$ cat src/rtl/cv32e40s_fetch_req_ctrl.sv
// rtl/cv32e40s_fetch_req_ctrl.sv - instruction fetch request generator with outstanding limit,
// address tagging FIFO and stale-response discard ahead of the alignment buffer.
module cv32e40s_fetch_req_ctrl #(
  parameter int MAX_OUTSTANDING = 2
) (
  input  logic        clk,
  input  logic        rst_n,
  input  logic        branch_i,
  input  logic [31:0] branch_addr_i,
  input  logic        halt_i,
  input  logic        fetch_ready_i,
  output logic        trans_valid_o,
  input  logic        trans_ready_i,
  output logic [31:0] trans_addr_o,
  input  logic        resp_valid_i,
  input  logic [31:0] resp_rdata_i,
  input  logic        resp_err_i,
  output logic        instr_valid_o,
  output logic [31:0] instr_rdata_o,
  output logic [31:0] instr_addr_o,
  output logic        instr_err_o,
  output logic [2:0]  outstanding_o,
  output logic        busy_o,
  output logic        protocol_err_o
);

  // FIFO occupancy always equals the outstanding count, so a power-of-two ring with
  // free-running pointers never overflows and needs no separate full/empty tracking.
  localparam int              AW      = (MAX_OUTSTANDING > 1) ? $clog2(MAX_OUTSTANDING) : 1;
  localparam int              DEPTH   = 1 << AW;
  localparam logic [AW-1:0]   PTR_ONE = 1;
  localparam logic [2:0]      MAX_CNT = 3'(MAX_OUTSTANDING);

  typedef enum logic {
    S_IDLE = 1'b0,
    S_RUN  = 1'b1
  } state_e;

  state_e        r_state;
  state_e        w_state_nxt;
  logic [31:0]   r_next_addr;
  logic [2:0]    r_outstanding;
  logic [2:0]    r_discard_cnt;
  logic [31:0]   r_fifo [DEPTH];
  logic [AW-1:0] r_wptr;
  logic [AW-1:0] r_rptr;

  logic [31:0]   w_branch_addr;
  logic [31:0]   w_trans_addr;
  logic          w_trans_valid;
  logic          w_accept;
  logic          w_resp_legal;
  logic          w_resp_illegal;

  always_comb begin
    w_state_nxt = r_state;
    case (r_state)
      S_IDLE: begin
        if (branch_i) begin
          w_state_nxt = S_RUN;
        end
      end
      S_RUN: begin
        if (halt_i && !branch_i) begin
          w_state_nxt = S_IDLE;
        end
      end
      default: begin
        w_state_nxt = S_IDLE;
      end
    endcase
  end

  always_ff @(posedge clk or negedge rst_n) begin
    if (!rst_n) begin
      r_state <= S_IDLE;
    end else begin
      r_state <= w_state_nxt;
    end
  end

  // A branch issues its target in the same cycle, even from IDLE.
  assign w_branch_addr  = {branch_addr_i[31:2], 2'b00};
  assign w_trans_addr   = branch_i ? w_branch_addr : r_next_addr;
  assign w_trans_valid  = ((r_state == S_RUN) || branch_i) && fetch_ready_i &&
                          (r_outstanding < MAX_CNT);
  assign w_accept       = w_trans_valid && trans_ready_i;
  assign w_resp_legal   = resp_valid_i && (r_outstanding != 3'd0);
  assign w_resp_illegal = resp_valid_i && (r_outstanding == 3'd0);

  always_ff @(posedge clk or negedge rst_n) begin
    if (!rst_n) begin
      r_next_addr <= 32'd0;
    end else if (w_accept) begin
      r_next_addr <= w_trans_addr + 32'd4;
    end else if (branch_i) begin
      r_next_addr <= w_branch_addr;
    end
  end

  always_ff @(posedge clk or negedge rst_n) begin
    if (!rst_n) begin
      r_outstanding <= 3'd0;
    end else if (w_accept && !w_resp_legal) begin
      r_outstanding <= r_outstanding + 3'd1;
    end else if (!w_accept && w_resp_legal) begin
      r_outstanding <= r_outstanding - 3'd1;
    end
  end

  // A branch marks every response still owed for older requests as stale; the
  // request accepted alongside the branch belongs to the new stream.
  always_ff @(posedge clk or negedge rst_n) begin
    if (!rst_n) begin
      r_discard_cnt <= 3'd0;
    end else if (branch_i) begin
      r_discard_cnt <= r_outstanding - (w_resp_legal ? 3'd1 : 3'd0);
    end else if (w_resp_legal && (r_discard_cnt != 3'd0)) begin
      r_discard_cnt <= r_discard_cnt - 3'd1;
    end
  end

  always_ff @(posedge clk or negedge rst_n) begin
    if (!rst_n) begin
      r_wptr <= '0;
      r_rptr <= '0;
      for (int i = 0; i < DEPTH; i++) begin
        r_fifo[i] <= 32'd0;
      end
    end else begin
      if (w_accept) begin
        r_fifo[r_wptr] <= w_trans_addr;
        r_wptr         <= r_wptr + PTR_ONE;
      end
      if (w_resp_legal) begin
        r_rptr <= r_rptr + PTR_ONE;
      end
    end
  end

  assign trans_valid_o  = w_trans_valid;
  assign trans_addr_o   = w_trans_addr;
  assign instr_valid_o  = w_resp_legal && (r_discard_cnt == 3'd0) && !branch_i;
  assign instr_rdata_o  = resp_rdata_i;
  assign instr_err_o    = resp_err_i;
  assign instr_addr_o   = r_fifo[r_rptr];
  assign outstanding_o  = r_outstanding;
  assign busy_o         = (r_outstanding != 3'd0);
  assign protocol_err_o = w_resp_illegal;

endmodule

$ cat config.mk
export PLATFORM = sky130hd
export DESIGN_NAME = cv32e40s_fetch_req_ctrl
export DESIGN_NICKNAME = d
export VERILOG_FILES = /design/src/rtl/cv32e40s_fetch_req_ctrl.sv
export SDC_FILE = /design/constraint.sdc
export NUM_CORES = 1
export LEC_CHECK = 0
export ABC_AREA = 0
export BUFFER_PORTS_ARGS = -buffer_cell sky130_fd_sc_hd__clkbuf_2
export CAP_MARGIN = 20
export CORE_AREA = 5 5 112 114
export DETAILED_ROUTE_END_ITERATION = 16
export DIE_AREA = 0 0 117 119
export MAX_ROUTING_LAYER = met4
export PLACE_DENSITY = 0.77
export SLEW_MARGIN = 20
export SYNTH_ARGS = -nofsm -noshare
export SYNTH_HDL_FRONTEND = slang
export SYNTH_SLANG_ARGS = --single-unit
$ cat constraint.sdc
create_clock -name clk -period 4.9 [get_ports clk]
set_input_delay 0.98 -clock clk [delete_from_list [all_inputs] [get_ports clk]]
set_output_delay 0.98 -clock clk [all_outputs]
set_load 0.005 [all_outputs]
==> flow_summary.toml, run 1 <==
[power]
power_frac_comb_pct = 35.6
peakVddDrop_mv = 0.287
seq_power_share_pct = 43.8
clockPowerShare_pct = 20.6
pwr_density_cell_nw_per_um2 = 508
switching_share_pct = 33.7
intPower_w = 0.00208
leakage_nw = 2.99
p_switching_w = 0.00106

[logic_synthesis]
avgSynthCellArea_um2 = 10.3
ys_ff_latch = 105
ys_warn_count = 0
async_flop_share_pct = 100
synthesis.instances = 539
seq_area_frac_synth_pct = 47.2
synth_edf_count = 0
synth_area_leaders = "dfrtp_1 (47%), mux2_2 (7.5%), xnor2_1 (5.2%), buf_4 (4.9%), mux2i_1 (4.9%)"
ys_types = 48
synth_flop_cell = "dfrtp_1"
synth_top_area_cell = "dfrtp_1"
yosys.area.top_type_share_pct = 47.2
synthesis.nets = 618
syn_area_um2 = 5570

[layout]
final_nets = 682
syn_to_final_growth_pct = 11.1
drive_gt1_share_pct = 29.6
antennaDiodeCount = 0

[floorplanning]
rows = 39
pin_count = 176
core-area_um2 = 11300
dieArea_um2 = 13900
die_h_um = 119
initial_utilization_pct = 49.2
die_w_um = 117

[timing]
worst_clock_skew_ns = 0.00494
worst_slack_ns = 1.41
fin_crit_sh_pct = 71.2
max_freq_ghz = 0.286
drv_slew = 0
tns_ns = 0
hold_violations = 0
tightest_slew_ns = 0.845
maxSlewHeadroom_pct = 43.7
fin_crit_ns = 3.49
setup_viol = 0
rsz0062_at_grt = "false"

[worst_setup_path]
crit_fanout = 33
r2r_cells = 7
r2r_slack_ns = 2.52
critPathArrivalTime_ns = 2.51
worstSetupPathType = "in2out"
critPathRequiredTime_ns = 3.92
cp-end-kind = "primary output"
r2r_end = "outstanding_o[2]"
startpoint_type = "input port"
rr_startpoint = "outstanding_o[2]"

[place]
dp_slack_ns = 1.43
port_buffers = 107
place_congestion = 0.884
hpwl_mm = 8.69

[cts]
cts-resized-gates = 0
cts_tree = "yes"
post_cts_buffers = 0
clkLatencyLatePin_ns = 0.35
cts_hold_buffers = 0
cts-htree-levels = 3
cts_buffers = 9
cts_root_buf = "clkbuf_16"
cts_num_sinks = 105
clock_path_buffers = 2
clk_pin_slew_ns = 0.06

[hold_path]
min_path_cells = 2
hold_end = "r_fifo[48]"
hold_path_class = "reg2reg"
worstHoldStart = "r_fifo[48]"

[route]
drt_iter0_drc = 290
drc_errors = 0
routed-via-count = 3931
drt-total-wl_mm = 12.3
drt_first_pass_iters = 4
routedWlPerCell_um = 16.3
via_per_inst = 5.23
antenna_left = 0

[global_route]
gr-total-overflow = 0
globalRouteTotalUtil_pct = 18.8
grt_pass1_wl_mm = 20.2
grt_max_degree = 68
antenna_found_initial = 0
grt_pass1_vias = 4047

[flow_run]
cap_violations = 0

[outcome]
status = "completed"
==> synthesized netlist by cell type, types with 10 or more instances <==
master	instances
nand2_1	53
mux2i_1	27
mux2_2	37
buf_2	10
dfrtp_1	105
clkbuf_1	10
nor2_1	44
a21oi_1	35
xnor2_1	33
inv_1	41
o21ai_0	30
buf_4	36
==> critical path, cell delays in order <==
cell,delay (ns)
clkbuf_2,0.28
buf_4,0.45
mux2i_1,0.50
inv_1,0.15
clkbuf_2,0.14
==> per-layer routing <==
| layer | vias up | part of all wire (%) | track usage (%) |
|---|---|---|---|
| li1 | 1893 | - | - |
| met1 | 1915 | 44 | 24.1 |
| met2 | 102 | 49 | 29.5 |
| met3 | 21 | 4.7 | 3.55 |
| met4 | 0 | 2.0 | 6.95 |
| met5 | - | 0 | - |
==> state kept, by name (all words and copies together) (netlist names) <==
| register | cells |
|---|---|
| r_discard_cnt | 3 |
| r_next_addr | 32 |
| r_wptr | 1 |
| r_fifo | 64 |
| r_state | 1 |
| r_rptr | 1 |
| outstanding_o | 3 |
==> through the flow <==
stage | utilization (%) | instance area [um^2] | total power (W) | hold WS, ns | cells
2_1_floorplan | - | 5570 | 0.00209 | 0.446 | 539
3_3_place_gp | 52.3 | 5920 | 0.00246 | 0.458 | 735
3_5_place_dp | 52.3 | 5920 | 0.00253 | 0.467 | 735
4_1_cts | 54.6 | 6180 | 0.00318 | 0.482 | 751
5_1_grt | 54.6 | 6180 | 0.00339 | 0.506 | 751
6_report | 54.6 | 6180 | 0.00314 | 0.476 | 751
==> power by group through the flow <==
| stage | combinational (W) | clock [W] | sequential, W |
|---|---|---|---|
| floorplan | 0.000784 | 0 | 0.00131 |
| global placement | 0.00109 | 0 | 0.00137 |
| detailed placement | 0.00113 | 0 | 0.00139 |
| CTS | 0.00114 | 0.000663 | 0.00138 |
| global route | 0.00127 | 0.000705 | 0.00142 |
| finish | 0.00112 | 0.000647 | 0.00138 |
==> how the worst max path moves through the flow <==
stage,from,end,slack [ns],cells past startpoint
floorplan,branch_i,r_next_addr[22],1.56,13
global placement,branch_i,trans_addr_o[4],1.44,5
detailed placement,branch_i,trans_addr_o[4],1.43,5
CTS,branch_i,trans_addr_o[4],1.42,5
global route,branch_i,trans_addr_o[4],1.26,5
finish,branch_i,trans_addr_o[4],1.41,5
==> cell type report <==
type                    count  area [um^2]
clock buffers              13          240
clock inverters             3         17.5
fillers                  1008         5140
inverters                  41          154
multi-input cells         334         2390
flip-flops and latches    105         2630
well taps                 143          179
repair buffers            112          576
==> cell usage in the layout, fill, tap and decap left out, drive strengths merged, types with 2 or more instances in the layout <==
cell type	count
a211oi	3
a21oi	36
a22oi	2
a31oi	2
and2	3
buf	6
clkbuf	119
clkinv	2
dfrtp	105
ha	6
inv	41
mux2	37
mux2i	29
nand2	53
nand2b	2
nand3	7
nand3b	3
nand4	9
nand4b	5
nor2	44
nor2b	2
nor3	5
nor4	5
o21ai	34
or3	2
xnor2	33
xor2	3
==> cells by family after synthesis <==
group	count (synthesis)	share of synthesized area, %
adder cells (fa/ha/maj)	7	1.71
XOR/XNOR	36	5.66
multiplexers	66	12.8
AND/OR/NAND/NOR	144	13.8
AO/OA/AOI/OAI	81	8.86
flip-flops	105	47.2
buffers and inverters	100	9.96
Power figures use the tool's default switching activity.
==> run 2: changes to the inputs <==
- CORE_AREA: 5 5 112 114 -> 5 5 115 117
- DIE_AREA: 0 0 117 119 -> 0 0 120 122
- clock period: 4.9 -> 3.1 ns (I/O delays scaled with it)
==> run 2 against run 1 <==
Setup slack worse by 0.92 ns; die area up 5.1%; global-route usage decreased by 0.88 points; critical path type unchanged; largest power group unchanged.
==> flow_summary.toml, run 2 (same netlist as run 1, synthesis figures left out) <==
[global_route]
gr-total-overflow = 0
grt_max_degree = 54
globalRouteTotalUtil_pct = 17.9
antenna_found_initial = 0
grt_pass1_wl_mm = 20.3
grt_pass1_vias = 4224

[power]
pwr_density_cell_nw_per_um2 = 816
p_switching_w = 0.00168
power_frac_comb_pct = 35.1
switching_share_pct = 32.7
seq_power_share_pct = 41.4
intPower_w = 0.00347
clockPowerShare_pct = 23.5
peakVddDrop_mv = 0.393
leakage_nw = 3.05

[route]
drc_errors = 0
via_per_inst = 5.19
antenna_left = 0
routed-via-count = 3961
drt_iter0_drc = 238
routedWlPerCell_um = 15.9
drt-total-wl_mm = 12.1
drt_first_pass_iters = 6

[worst_setup_path]
critPathArrivalTime_ns = 1.99
slowest_stage = "mux2i_1"
rr_startpoint = "r_state"
startpoint_type = "input port"
worstSetupPathType = "in2out"
crit_fanout = 27
crit_chain = "buf_2 > buf_4 > mux2i_1 > inv_1 > clkbuf_2"
crit_start = "branch_i"
critPathMaxStageDelay_ns = 0.55
r2r_cells = 10
cp-end-kind = "primary output"
critPathRequiredTime_ns = 2.48

[timing]
tns_ns = 0
rsz0062_at_grt = "false"
setup_viol = 0
worst_clock_skew_ns = 0.00532
fin_crit_ns = 2.61
hold_slack_ns = 0.305
maxSlewHeadroom_pct = 54.6
max_freq_ghz = 0.383
tightest_slew_ns = 0.682
fin_crit_sh_pct = 84.1
drv_slew = 0
hold_violations = 0

[cts]
cts-resized-gates = 0
cts_tree = "yes"
cts-htree-levels = 3
clock_path_buffers = 2
cts_num_sinks = 105
cts_buffers = 9
cts_root_buf = "clkbuf_16"
cts_hold_buffers = 0
post_cts_buffers = 0
clk_pin_slew_ns = 0.07
clkLatencyLatePin_ns = 0.35

[layout]
antennaDiodeCount = 0
final_nets = 687
largest_reg_flops = 64
reg_top3 = "r_fifo (64), r_next_addr (32)"
drive_gt1_share_pct = 30.8
mostFrequentLayoutCells = "clkbuf_2 (105), dfrtp_1 (105), nand2_1 (53)"
regMostFlops = "r_fifo"
syn_to_final_growth_pct = 13.4

[floorplanning]
initial_utilization_pct = 45.4
die_h_um = 122
rows = 41
pin_count = 176
dieArea_um2 = 14600
core-area_um2 = 12300
die_w_um = 120

[flow_run]
cap_violations = 0

[place]
hpwl_mm = 8.84
port_buffers = 107
place_congestion = 0.829

[hold_path]
hold_path_class = "in2async"

[outcome]
status = "completed"
-- run 2: cell count changes in the layout (fill, tap and decap cells not counted), moves of 2 or more --
cell,delta
clkbuf_1,-4
buf_4,+3
buf_12,+2
bufinv_16,+2
-- run 2: area by class of cell --
cell class	instances	area [um^2]
clock buffer	9	225
clock inverter	7	93.8
tap	150	188
inverter	41	154
timing repair buffer	117	638
multi-input combinational	334	2390
sequential	105	2630
fill	1107	5950
-- run 2: critical path: cells and delay by family --
family / cells / cell delay, ns
buffers and inverters: 4 / 0.78
multiplexers: 1 / 0.55
-- run 2: routing by layer --
metal	global-route usage [%]	wire, um
met2	28.8	6140
met5	-	0
met1	22.2	5240
met4	6.08	155
met3	4.32	581
-- run 2: path summary, 6_finish.rpt --
kind,slack (ns),to
setup reg to reg,0.71,outstanding_o[2]
hold reg to reg,0.48,r_fifo[39]
hold / removal,0.30,r_fifo[43]
setup / recovery,0.49,trans_addr_o[23]
max in group asynchronous,2.04,r_fifo[8]
min in group clk,0.48,r_fifo[39]
-- run 2: power groups by stage --
| stage | sequential [W] | clock [W] | combinational (W) |
|---|---|---|---|
| 5_1_grt | 0.00220 | 0.00131 | 0.00204 |
| 3_5_place_dp | 0.00216 | 0 | 0.00183 |
| 3_3_place_gp | 0.00212 | 0 | 0.00177 |
| 6_report | 0.00213 | 0.00121 | 0.00181 |
| 4_1_cts | 0.00213 | 0.00125 | 0.00185 |
| 2_1_floorplan | 0.00207 | 0 | 0.00124 |
-- run 2: stage by stage --
step                power, W  util, %  cells  setup WS (ns)  cell area, um^2
finish               0.00515     51.5    763          0.491             6310
global route         0.00555     51.5    763          0.366             6310
CTS                  0.00523     51.5    763          0.498             6310
detailed placement   0.00399     48.9    747          0.302             5990
global placement     0.00388     48.9    747          0.421             5990
floorplan            0.00331        -    539          0.123             5570
